**src/rtl/ppm_tx_modulator_pkg.sv**
```systemverilog
// Shared types and helpers for the PPM transmit modulator: FSM state encoding and
// a constant log2 helper used to size chip/symbol counters and scan taps.
package ppm_tx_modulator_pkg;

    typedef enum logic [1:0] {
        ST_IDLE     = 2'b00,
        ST_PREAMBLE = 2'b01,
        ST_DATA     = 2'b10,
        ST_EMPTY    = 2'b11
    } tx_state_e;

    function automatic int ceil_log2(input int value);
        int r;
        r = 0;
        while ((1 << r) < value) begin
            r = r + 1;
        end
        return r;
    endfunction

endpackage

```
**src/rtl/ppm_tx_modulator_if.sv**
```systemverilog
// Data symbol stream into the modulator: one symbol (pulse position) per transfer,
// with a last flag marking the final symbol of a frame.
interface ppm_tx_modulator_if #(
    parameter int SYM_W = 4
) ();
    logic [SYM_W-1:0] sym_data;
    logic             sym_valid;
    logic             sym_last;
    logic             sym_ready;

    modport master (
        output sym_data,
        output sym_valid,
        output sym_last,
        input  sym_ready
    );

    modport slave (
        input  sym_data,
        input  sym_valid,
        input  sym_last,
        output sym_ready
    );
endinterface

```
**src/rtl/ppm_tx_modulator_chip_counter.sv**
```systemverilog
// Chip position within a symbol plus preamble symbol count.
// Latency: registered counts, wrap/final strobes combinational from the registers.
// Backpressure: none; counts advance every cycle while run is high.
module ppm_chip_counter
    import ppm_tx_modulator_pkg::*;
#(
    parameter int SYMBOL_CHIPS     = 16,
    parameter int PREAMBLE_SYMBOLS = 32,
    localparam int SYM_W = ceil_log2(SYMBOL_CHIPS),
    localparam int CNT_W = ceil_log2(PREAMBLE_SYMBOLS) + 1
) (
    input  logic             clk,
    input  logic             resetn,
    input  logic             clear,
    input  logic             run,
    input  logic             count_sym,
    output logic [SYM_W-1:0] chip_count,
    output logic             chip_wrap,
    output logic [CNT_W-1:0] sym_count,
    output logic             sym_final
);

    logic [SYM_W-1:0] chip_count_q, chip_count_d;
    logic [CNT_W-1:0] sym_count_q, sym_count_d;

    assign chip_wrap  = (chip_count_q == SYM_W'(SYMBOL_CHIPS - 1));
    assign sym_final  = (sym_count_q == CNT_W'(PREAMBLE_SYMBOLS - 1));
    assign chip_count = chip_count_q;
    assign sym_count  = sym_count_q;

    always_comb begin
        chip_count_d = chip_count_q;
        sym_count_d  = sym_count_q;
        if (clear) begin
            chip_count_d = '0;
            sym_count_d  = '0;
        end else if (run) begin
            // SYMBOL_CHIPS is a power of two, so the chip counter wraps on overflow.
            chip_count_d = chip_count_q + SYM_W'(1);
            if (count_sym && chip_wrap && !sym_final) begin
                sym_count_d = sym_count_q + CNT_W'(1);
            end
        end
    end

    always_ff @(posedge clk or negedge resetn) begin
        if (!resetn) begin
            chip_count_q <= '0;
            sym_count_q  <= '0;
        end else begin
            chip_count_q <= chip_count_d;
            sym_count_q  <= sym_count_d;
        end
    end

endmodule

```
**src/rtl/ppm_tx_modulator.sv**
```systemverilog
// PPM transmit modulator: preamble (two pulses per symbol) then one pulse per data symbol.
// Latency: dout/busy/preamble registered one cycle behind the chip they encode.
// Backpressure: sym_ready only on a symbol's final chip; a missing symbol yields an empty slot.
module ppm_tx_modulator
    import ppm_tx_modulator_pkg::*;
#(
    parameter int CHIP_BITS        = 1,
    parameter int SYMBOL_CHIPS     = 16,
    parameter int PREAMBLE_SYMBOLS = 32,
    localparam int SYM_W = ceil_log2(SYMBOL_CHIPS),
    localparam int CNT_W = ceil_log2(PREAMBLE_SYMBOLS) + 1
) (
    input  logic                 clk,
    input  logic                 resetn,
    input  logic                 start,
    input  logic [CHIP_BITS-1:0] pulse_amp,
    ppm_tx_modulator_if.slave    sym_if,
    output logic [CHIP_BITS-1:0] dout,
    output logic                 busy,
    output logic                 preamble,
    output logic                 underflow,
    output logic [1:0]           TX_state_SC,
    output logic [SYM_W-1:0]     TX_chip_count_SC,
    output logic [CNT_W-1:0]     TX_symbol_count_SC
);

    tx_state_e            state_q, state_d;
    logic [CHIP_BITS-1:0] amp_q, amp_d;
    logic [CHIP_BITS-1:0] dout_q, dout_d;
    logic [SYM_W-1:0]     held_data_q, held_data_d;
    logic                 held_last_q, held_last_d;
    logic                 busy_q, busy_d;
    logic                 preamble_q, preamble_d;
    logic                 underflow_q, underflow_d;

    logic [SYM_W-1:0]     chip_count;
    logic [CNT_W-1:0]     sym_count;
    logic                 chip_wrap;
    logic                 sym_final;
    logic                 start_acc;
    logic                 sym_ready;
    logic                 xfer;

    assign start_acc = (state_q == ST_IDLE) && start;

    ppm_chip_counter #(
        .SYMBOL_CHIPS     (SYMBOL_CHIPS),
        .PREAMBLE_SYMBOLS (PREAMBLE_SYMBOLS)
    ) u_chip_counter (
        .clk        (clk),
        .resetn     (resetn),
        .clear      (start_acc),
        .run        (state_q != ST_IDLE),
        .count_sym  (state_q == ST_PREAMBLE),
        .chip_count (chip_count),
        .chip_wrap  (chip_wrap),
        .sym_count  (sym_count),
        .sym_final  (sym_final)
    );

    // A symbol is taken only at a data boundary, and never after the frame's last symbol.
    assign sym_ready = chip_wrap && (state_q != ST_IDLE) && !held_last_q &&
                       ((state_q != ST_PREAMBLE) || sym_final);
    assign xfer      = sym_if.sym_valid && sym_ready;

    always_comb begin
        state_d     = state_q;
        amp_d       = amp_q;
        held_data_d = held_data_q;
        held_last_d = held_last_q;

        case (state_q)
            ST_IDLE: begin
                if (start) begin
                    state_d     = ST_PREAMBLE;
                    amp_d       = pulse_amp;
                    held_last_d = 1'b0;
                end
            end
            ST_PREAMBLE: begin
                if (chip_wrap && sym_final) begin
                    state_d = xfer ? ST_DATA : ST_EMPTY;
                end
            end
            default: begin
                if (chip_wrap) begin
                    if (held_last_q) begin
                        state_d     = ST_IDLE;
                        held_last_d = 1'b0;
                    end else begin
                        state_d = xfer ? ST_DATA : ST_EMPTY;
                    end
                end
            end
        endcase

        if (xfer) begin
            held_data_d = sym_if.sym_data;
            held_last_d = sym_if.sym_last;
        end
    end

    always_comb begin
        dout_d = '0;
        case (state_q)
            ST_PREAMBLE: begin
                if ((chip_count == '0) || (chip_count == SYM_W'(SYMBOL_CHIPS / 2))) begin
                    dout_d = amp_q;
                end
            end
            ST_DATA: begin
                if (chip_count == held_data_q) begin
                    dout_d = amp_q;
                end
            end
            default: dout_d = '0;
        endcase
        busy_d      = (state_q != ST_IDLE);
        preamble_d  = (state_q == ST_PREAMBLE);
        underflow_d = sym_ready && !sym_if.sym_valid;
    end

    always_ff @(posedge clk or negedge resetn) begin
        if (!resetn) begin
            state_q     <= ST_IDLE;
            amp_q       <= '0;
            dout_q      <= '0;
            held_data_q <= '0;
            held_last_q <= 1'b0;
            busy_q      <= 1'b0;
            preamble_q  <= 1'b0;
            underflow_q <= 1'b0;
        end else begin
            state_q     <= state_d;
            amp_q       <= amp_d;
            dout_q      <= dout_d;
            held_data_q <= held_data_d;
            held_last_q <= held_last_d;
            busy_q      <= busy_d;
            preamble_q  <= preamble_d;
            underflow_q <= underflow_d;
        end
    end

    assign sym_if.sym_ready   = sym_ready;
    assign dout               = dout_q;
    assign busy               = busy_q;
    assign preamble           = preamble_q;
    assign underflow          = underflow_q;
    assign TX_state_SC        = state_q;
    assign TX_chip_count_SC   = chip_count;
    assign TX_symbol_count_SC = sym_count;

endmodule
```
**src/flat_wrapper.sv**
```systemverilog
// flat-port wrapper written by rule: the top's interface ports become plain ports
module ppm_tx_modulator_flat import ppm_tx_modulator_pkg::*;
#(
    parameter int CHIP_BITS        = 1,
    parameter int SYMBOL_CHIPS     = 16,
    parameter int PREAMBLE_SYMBOLS = 32,
    localparam int SYM_W = ceil_log2(SYMBOL_CHIPS),
    localparam int CNT_W = ceil_log2(PREAMBLE_SYMBOLS) + 1
)
  (clk, resetn, start, pulse_amp, dout, busy, preamble, underflow, TX_state_SC, TX_chip_count_SC, TX_symbol_count_SC, sym_if_sym_data, sym_if_sym_valid, sym_if_sym_last, sym_if_sym_ready);
  ppm_tx_modulator_if sym_if_i ();
  input  logic clk;
  input  logic resetn;
  input  logic start;
  input  logic [CHIP_BITS-1:0] pulse_amp;
  output logic [CHIP_BITS-1:0] dout;
  output logic busy;
  output logic preamble;
  output logic underflow;
  output logic [1:0] TX_state_SC;
  output logic [SYM_W-1:0] TX_chip_count_SC;
  output logic [CNT_W-1:0] TX_symbol_count_SC;
  input wire logic [$bits(sym_if_i.sym_data)-1:0] sym_if_sym_data;
  input wire logic [$bits(sym_if_i.sym_valid)-1:0] sym_if_sym_valid;
  input wire logic [$bits(sym_if_i.sym_last)-1:0] sym_if_sym_last;
  output wire logic [$bits(sym_if_i.sym_ready)-1:0] sym_if_sym_ready;
  assign sym_if_i.sym_data = sym_if_sym_data;
  assign sym_if_i.sym_valid = sym_if_sym_valid;
  assign sym_if_i.sym_last = sym_if_sym_last;
  assign sym_if_sym_ready = sym_if_i.sym_ready;
  ppm_tx_modulator #(.CHIP_BITS(CHIP_BITS), .SYMBOL_CHIPS(SYMBOL_CHIPS), .PREAMBLE_SYMBOLS(PREAMBLE_SYMBOLS)) u_core (.clk(clk), .resetn(resetn), .start(start), .pulse_amp(pulse_amp), .sym_if(sym_if_i), .dout(dout), .busy(busy), .preamble(preamble), .underflow(underflow), .TX_state_SC(TX_state_SC), .TX_chip_count_SC(TX_chip_count_SC), .TX_symbol_count_SC(TX_symbol_count_SC));
endmodule
```
**config.mk**
```make
export PLATFORM = sky130hd
export DESIGN_NAME = ppm_tx_modulator_flat
export DESIGN_NICKNAME = d
export VERILOG_FILES = /design/src/rtl/ppm_tx_modulator_pkg.sv /design/src/rtl/ppm_tx_modulator_if.sv /design/src/rtl/ppm_tx_modulator_chip_counter.sv /design/src/rtl/ppm_tx_modulator.sv /design/src/flat_wrapper.sv
export SDC_FILE = /design/constraint.sdc
export NUM_CORES = 1
export LEC_CHECK = 0
export BUFFER_PORTS_ARGS = -buffer_cell sky130_fd_sc_hd__buf_2
export CORE_ASPECT_RATIO = 1.5
export CORE_MARGIN = 8
export CORE_UTILIZATION = 30
export CTS_CLUSTER_SIZE = 20
export DETAILED_ROUTE_END_ITERATION = 10
export SKIP_LAST_GASP = 1
export SLEW_MARGIN = 20
export SYNTH_ARGS = -nofsm -noshare
export SYNTH_HDL_FRONTEND = slang
export SYNTH_HIERARCHICAL = 1
export SYNTH_SLANG_ARGS = --single-unit
```
**constraint.sdc**
```tcl
create_clock -name clk -period 2.5 [get_ports clk]
set_input_delay 0.5 -clock clk [delete_from_list [all_inputs] [get_ports clk]]
set_output_delay 0.5 -clock clk [all_outputs]
set_load 0.005 [all_outputs]
```
After elaboration in Yosys (flattened, before gate mapping)
Cells that the tools add are included.

word-level totals
  flip-flop bits (word level) = 22
  input bits = 10
  output and inout bits = 17
  word-level logic and storage cells = 66

operators by class
  add/subtract/negate cells = 2
  equal/unequal tests = 11
  muxes and demuxes = 18
  reduce and logical (&&, ||, !) cells = 25

operators by type and width
  kind                                                    number
  two-way mux 6 bit                                       3
  logical AND 1 bit                                       9
  equality test 4 bit (second input constant)             2
  two-way mux 2 bit                                       4
  two-way mux 4 bit                                       2
  adder 6 x 1 -> 6 bit (second input constant)            1
  equality test 6 x 5 -> 1 bit (second input constant)    1
  two-way mux 1 bit                                       6
  inequality test 2 bit (second input constant)           3
  AND reduction 3 bit                                     2
  nonzero test 2 bit                                      3
  nonzero test 3 bit                                      2
  adder 4 x 1 -> 4 bit (second input constant)            1
  equality test 4 bit                                     1
  logical NOT 4 bit                                       1
  case mux 1 bit (2 select lines)                         2
  case mux 2 bit (2 select lines)                         1
  AND reduction 2 bit                                     2
  logical NOT 1 bit                                       3
  inequality test 3 x 2 -> 1 bit (second input constant)  1
  equality test 2 x 1 -> 1 bit (second input constant)    1
  equality test 2 bit (second input constant)             1
  logical NOT 2 bit                                       1
  logical OR 1 bit                                        2
  inequality test 2 x 1 -> 1 bit (second input constant)  1

Logic depth before layout (Yosys ltp)
Gate-level depths: netlist of run 1.

  word-level depth = 9
  gate-level depth with buffers = 7
  mapped depth without buffers = 6

Modules after synthesis
The synthesis of run 1 kept the hierarchy.

modules (own cells, without submodules)
  module            times used  cells an instance  area each (um^2)  sequential area each (um^2)
  ppm_tx_modulator  1           51                 633.1             300.3
  ppm_chip_counter  1           54                 589.3             250.2

Least setup slack after synthesis of run 1
OpenSTA, ideal clock, no wires.

  path type = register to register
  start point = register u_core.state_q[0], in the netlist u_core/TX_state_SC[0]
  end point = register u_core.u_chip_counter.sym_count_q[0], in the netlist u_core/u_chip_counter/sym_count[0]
  setup time = 125 ps
  arrival = 1713 ps
  required time = 2375 ps
  path slack = 662 ps
  cell stages (with the launch flop) = 8
  path buffers = 1
  clock period less this slack = 1838 ps
  cells stage by stage = dfrtp_1 > inv_1 > ha_1 > inv_1 > clkbuf_4 > nand4_4 > a311oi_4 > mux2_4

between the ends
  elaborated cells between the ends (all ways) = 10
  classes of those cells = eq/ne (1); mux (1); reduce/logical (8)

RTL lines
  item                                  RTL line                             RTL
  start: declaration                    ppm_tx_modulator.sv:27               tx_state_e state_q, state_d;
  start signal: assignment              ppm_tx_modulator.sv:134              state_q <= state_d;
  nonzero test 2 bit                    --
  via u_core.busy_d                     ppm_tx_modulator.sv:32               logic busy_q, busy_d;
  nonzero test 2 bit (no source line)   --
  AND reduction 2 bit (no source line)  --
  end signal: assignment                ppm_tx_modulator_chip_counter.sv:52  sym_count_q <= sym_count_d;
  end: declaration                      ppm_tx_modulator_chip_counter.sv:24  logic [CNT_W-1:0] sym_count_q, sym_count_d;

The timed path passes the listed nets, and every way through them passes these cells.
A chain may end at the register's enable or synchronous reset.

Final worst setup path of run 1
  start point = register u_core.u_chip_counter.sym_count_q[0], in the netlist u_core/u_chip_counter/sym_count[0]
  end point = output sym_if_sym_ready

between the ends
  longest elaborated chain between the ends = 3

RTL lines
  item                          RTL line                             RTL
  equality test 6 x 5 -> 1 bit  ppm_tx_modulator_chip_counter.sv:27  assign sym_final = (sym_count_q == CNT_W'(PREAMBLE_SYMBOLS - 1));
  via u_core.sym_final          ppm_tx_modulator.sv:39               logic sym_final;
  logical OR 1 bit              ppm_tx_modulator.sv:63               ((state_q != ST_PREAMBLE) || sym_final);
  logical AND 1 bit             ppm_tx_modulator.sv:62               assign sym_ready = chip_wrap && (state_q != ST_IDLE) && !held_last_q &&
  end: declaration              flat_wrapper.sv:26                   output wire logic [$bits(sym_if_i.sym_ready)-1:0] sym_if_sym_ready;

The timed path passes the listed nets, and every way through them passes these cells.

==> metrics, run 1 <==
vias in the first global route just under 1k; Syn Area/Cell around 12 um^2; Area growth syn-to-layout 18.8%; Max-cap violations 0; remaining global-route overflow 0; full die area roughly 0.0064 mm^2; worst-skew pair later-pin latency 0.26 ns; Lkg Pwr 0.758 nW; VDD IR-drop max around 260 uV; Root Driver clkbuf_8; setup violators final 0; sequential share of the synthesized area 45.0%; initial antenna violation count 0; clock sink count 22; Worst Setup Start Kind register; first-pass GRT wire length ~4800 um; Critical Path Start u_core/u_chip_counter/sym_count[0]$_DFFE_PN0P_; Synth Cell Area about 0.0012 mm^2; #FFs+latches synth 22; drt via density approximately 5.2; fmax 0.444 GHz; final worst slack ~0.25 ns; Worst Tran Pin Value 0.521 ns; WP data arrival 1.75 ns; critical path capture point type output port; cells after synthesis 105; Reg clk slew, reported paths 0.09 ns; GRT Total Usage around a tenth; Synthesis Warnings 6; drt wl/cell roughly 16 um; port bufs 26; Synth area leaders dfrtp_1 45%, mux2_4 6.1%, ha_1 5.1%; cts bufs inserted 3; Final period util between 90% and 100%; fin crit period between 2 and 2.5 ns; slowest cell on the critical path dfrtp_1; Slew Limit Fails 0; Starting Density between 30% and 40%; Initial DRT Pass Iterations 4; Initial DRC Count 32; share of the synthesized area in the top cell type 45.0%; GPL Wtd Cong 0.799; worst hold-check path type input pin to asynchronous set/reset pin; worst-path cell chain ha_1 > and3_1 > nand2b_4 > and4bb_2 > buf_2; Setup CP Type register to output port; Place WS about 0.52 ns; Worst EP required 2.00 ns; row cnt 28; R2R Path Start u_core/TX_state_SC[0]$_DFFE_PN0P_; CP bufs+invs 1; Post-CTS Setup Bufs 0; most frequent cells in the layout 26 x buf_2, 22 x dfrtp_1, 7 x nor2_1; largest buffer count on any clock path 2; final wirelength 2870 um; I/O pins 27; fin nets about 150; post-CTS resize count 0; status complete, no violations; Post-DP HPWL about 2200 um; Residual DRC 0; Post-DRT Antenna Nets 0; maximum fanout along the worst path 7; Die W 68.1 um; biggest area consumer among synthesized cells dfrtp_1; fillers 395; Post-CTS Hold Buffers 0; Syn Nets 120; largest net degree at the start of global routing 23; chip height 94.2 um; Core Region between 0.003 and 0.004 mm^2; CTS tree done; layout cells sized above 1 a little under two fifths; htree depth 1; worst stage delay on the critical path about 0.43 ns; Distinct cells, synth 38; RSZ-0062 raised after global routing no; setup_tns 0 ns; CP top delay family simple AND/OR/NAND/NOR gates; Slew HR between 60% and 70%; commonest non-fill, non-tap cell in the layout buf_2; PD cells 434 mW/mm^2; Antenna Cells 0; clk_skew around 0.0041 ns; endpoints failing hold 0; via count slightly above 900
-- synth_stat cells --
master    number
o21ai_0        1
nand3_1        3
xor2_1         2
or3_1          1
a21bo_2        2
nor2_1         7
nand4_1        3
a311oi_4       1
a31oi_1        4
inv_1          6
mux2_2         2
and2_1         3
nand2b_4       1
mux2_4         5
a211oi_1       2
xnor2_1        5
a31o_2         1
ha_1           5
nand2_4        1
and3b_1        1
o21ba_2        1
nor4_1         1
mux2i_1        2
and3_1         2
clkbuf_4       1
a311oi_1       2
and3_2         1
a21oi_1        1
nor2b_1        3
and4bb_4       1
nand4_4        1
and4_2         1
and4bb_2       1
nand2_1        6
clkbuf_1       1
dfrtp_1       22
o311ai_0       1
o41ai_1        1
-- worst reg2reg max path, delay by kind of cell (launching register included) --
family / cells / cell delay (ns)
compound gates: 1 / 0.35
fa+ha+maj: 1 / 0.27
buf+inv: 2 / 0.34
flops: 1 / 0.39
mux: 1 / 0.33
simple gates: 1 / 0.19
-- power by group --
group	internal, mW	switching, mW
clock network	0.140	0.121
registers	0.355	0
logic	0.00507	0.00921
-- kinds of logic after synthesis --
logic type      count (synthesis)  share of synthesized area, %
compound gates                 17                          12.3
xor+xnor                        7                          5.02
fa+ha+maj                       5                          5.12
buf+inv                         8                          2.76
flops                          22                          45.0
mux                             9                          9.62
simple gates                   37                          20.2
-- path summary, 6_finish.rpt --
path,cells after the start,to,slack (ns)
worst min-delay path,1,u_core/held_data_q[1]$_DFFE_PN0P_,0.20
worst min register to register,1,u_core/held_data_q[3]$_DFFE_PN0P_,0.54
worst max register to register,6,u_core/u_chip_counter/sym_count[0]$_DFFE_PN0P_,0.53
max in group asynchronous,1,u_core/underflow$_DFF_PN0_,1.95
worst max-delay path,5,sym_if_sym_ready,0.25
min in group clk,2,u_core/underflow$_DFF_PN0_,0.40
-- metal layers --
layer  wire [um]  up-vias  track usage (%)  share of wire [%]
met4          41        0             3.60                1.4
met2        1460       24             16.3                 51
met3         178        4             2.39                6.2
met5           0        -                0                  0
met1        1190      455             10.8                 41
li1            -      436                -                  -
-- stage by stage --
stage | instances | hold slack, ns | instance area [um^2] | total power, mW | utilization (%)
detailed placement | 174 | 0.515 | 1400 | 0.378 | 35.6
global route | 178 | 0.235 | 1450 | 0.651 | 37.0
finish | 178 | 0.200 | 1450 | 0.631 | 37.0
CTS | 178 | 0.220 | 1450 | 0.637 | 37.0
global placement | 174 | 0.496 | 1400 | 0.377 | 35.6
floorplan | 105 | 0.204 | 1220 | 0.363 | -
-- sequential cells by signal, summed over array words and instances (netlist names) --
name	count
u_core/held_data_q	4
u_core/amp_q	1
u_core/held_last_q	1
u_core/TX_state_SC	2
u_core/underflow	1
u_core/preamble	1
u_core/dout	1
u_core/busy	1
u_core/u_chip_counter/chip_count	4
u_core/u_chip_counter/sym_count	6
-- cell type report --
cell class	instances	area, um^2	share of cell area [%]
repair buffers	26	130	8.96
flip-flops and latches	22	551	37.9
inverters	6	22.5	1.55
well taps	45	56.3	3.88
clock buffers	4	55.1	3.79
multi-input cells	75	638	43.9
Power figures use the tool's default switching activity.
==> inputs of run 2 (changes only) <==
Settings changed: CTS_CLUSTER_SIZE 20 to 24, RECOVER_POWER set to 100.
==> metrics, run 2 (same netlist as run 1, synthesis figures left out) <==
Finished Cell Area 0.00139 mm^2; Hold Crit Depth 2; Most Crowded Layer GR met2; post-CTS resize count 0; GPL Wtd Cong approximately 0.8; Lkg Pwr approximately 0.69 nW; WP data arrival ~2.4 ns; hold slack about 0.41 ns; worst hold-check path type input pin to register; hold endpoint u_core/underflow$_DFF_PN0_; Final period util ~89%; Largest register FFs 6; remaining global-route overflow 0; initial antenna violation count 0; vias in the first global route between 900 and 1k; Setup CP Type register to register; drt via density ~5.3; fin nets 149; drt wl/cell between 15 and 20 um; Die W between 60 and 70 um; Critical Path Start u_core/TX_state_SC[0]$_DFFE_PN0P_; reg-to-reg endpoint u_core/u_chip_counter/sym_count[0]$_DFFE_PN0P_; commonest non-fill, non-tap cell in the layout dfrtp_1; row cnt 28; Slew HR 16.8%; Post-DP HPWL roughly 2200 um; clk_skew 0.00472 ns; Place WS roughly 0.52 ns; critical path capture point type register; Residual DRC 0; status complete, no violations; largest net degree at the start of global routing 23; Worst EP required 2.65 ns; full die area roughly 0.0064 mm^2; port bufs 26; VDD IR-drop max between 200 and 300 uV; PD cells approximately 450 mW/mm^2; setup_tns 0 ns; CTS tree done; Worst Setup Start Kind register; Initial DRT Pass Iterations 4; Starting Density roughly 31%; cts bufs inserted 3; global-route met2 utilization between 15 and 20%; R2R Setup Slk between 0.2 and 0.3 ns; Post-CTS Setup Bufs 0; final worst slack between 0.2 and 0.3 ns; Root Driver clkbuf_8; layout cells sized above 1 a little under a quarter; RSZ-0062 raised after global routing no; worst-skew pair later-pin latency 0.26 ns; chip height about 94 um; met1 Use GR 10.8%; Final Util between 30% and 40%; GRT Total Usage 9.51%; Post-DRT Antenna Nets 0; R2R Path Start u_core/TX_state_SC[0]$_DFFE_PN0P_; placed cell count roughly 170; first-pass GRT wire length between 4000 and 5000 um; Antenna Cells 0; Post-CTS Hold Buffers 0; htree depth 1; final wirelength roughly 2900 um; Area growth syn-to-layout 13.5%; fillers slightly above 400; largest buffer count on any clock path 2; clock sink count 22; Slew Limit Fails 0; Initial DRC Count 44; via count about 940; Worst Hold Launch sym_if_sym_valid; maximum fanout along the worst path 7; total power 627 uW; met3 Track Usage GR around 2.4%; Core Region 0.00392 mm^2; Reg clk slew, reported paths about 0.080 ns; I/O pins 27; fin crit period roughly 2.2 ns; endpoints failing hold 0; Placement Cell Area around 0.0014 mm^2; setup violators final 0; Reg2Reg Depth 6; final cell count without fillers about 180; Max-cap violations 0; fmax 0.448 GHz; Worst Tran Pin Value approximately 1.2 ns; most frequent cells in the layout 22 x dfrtp_1, 16 x buf_2, 10 x clkbuf_1
==> run 2: cell types whose count changed in the layout (fill, tap and decap cells not counted), sizes merged <==
cell    delta
clkbuf    +10
buf       -10
==> run 2: final cells by class <==
cell class              count  area, um^2  area share, %
flip-flops and latches     22         551           39.7
clock buffers               4        55.1           3.97
inverters                   6        22.5           1.62
repair buffers             26         118           8.48
multi-input cells          75         586           42.2
well taps                  45        56.3           4.06
==> run 2: how the worst max path moves through the flow <==
stage / depth (start not counted) / slack [ns] / to
2_1_floorplan: 7 / 0.66 / u_core/u_chip_counter/sym_count[0]$_DFFE_PN0P_
3_5_place_dp: 6 / 0.52 / u_core/u_chip_counter/sym_count[0]$_DFFE_PN0P_
4_1_cts: 5 / 0.24 / sym_if_sym_ready
6_report: 6 / 0.27 / u_core/u_chip_counter/sym_count[0]$_DFFE_PN0P_
5_1_grt: 6 / 0.14 / u_core/u_chip_counter/sym_count[0]$_DFFE_PN0P_
3_3_place_gp: 5 / 0.55 / sym_if_sym_ready
==> run 2: worst max-delay path, cell delays in order, from the launching register on <==
cell	delay, ns
dfrtp_1	0.40
inv_1	0.09
ha_1	0.27
inv_1	0.21
nand4_1	0.28
a311oi_1	0.54
mux2_4	0.34
==> run 2: routing by layer <==
layer	share of wire, %	vias up	wire length [um]
li1	-	435	-
met1	41	464	1170
met2	52	34	1500
met3	5.7	4	163
met4	1.4	0	41
met5	0	-	0
==> run 2: report_power, final <==
| part | internal, mW | switching, mW | total [mW] | leakage, nW |
|---|---|---|---|---|
| logic | 0.00472 | 0.00908 | 0.0138 | 0.370 |
| registers | 0.355 | 0 | 0.355 | 0.292 |
| clock network | 0.140 | 0.118 | 0.258 | 0.0288 |
| total | 0.501 | 0.127 | 0.627 | 0.691 |
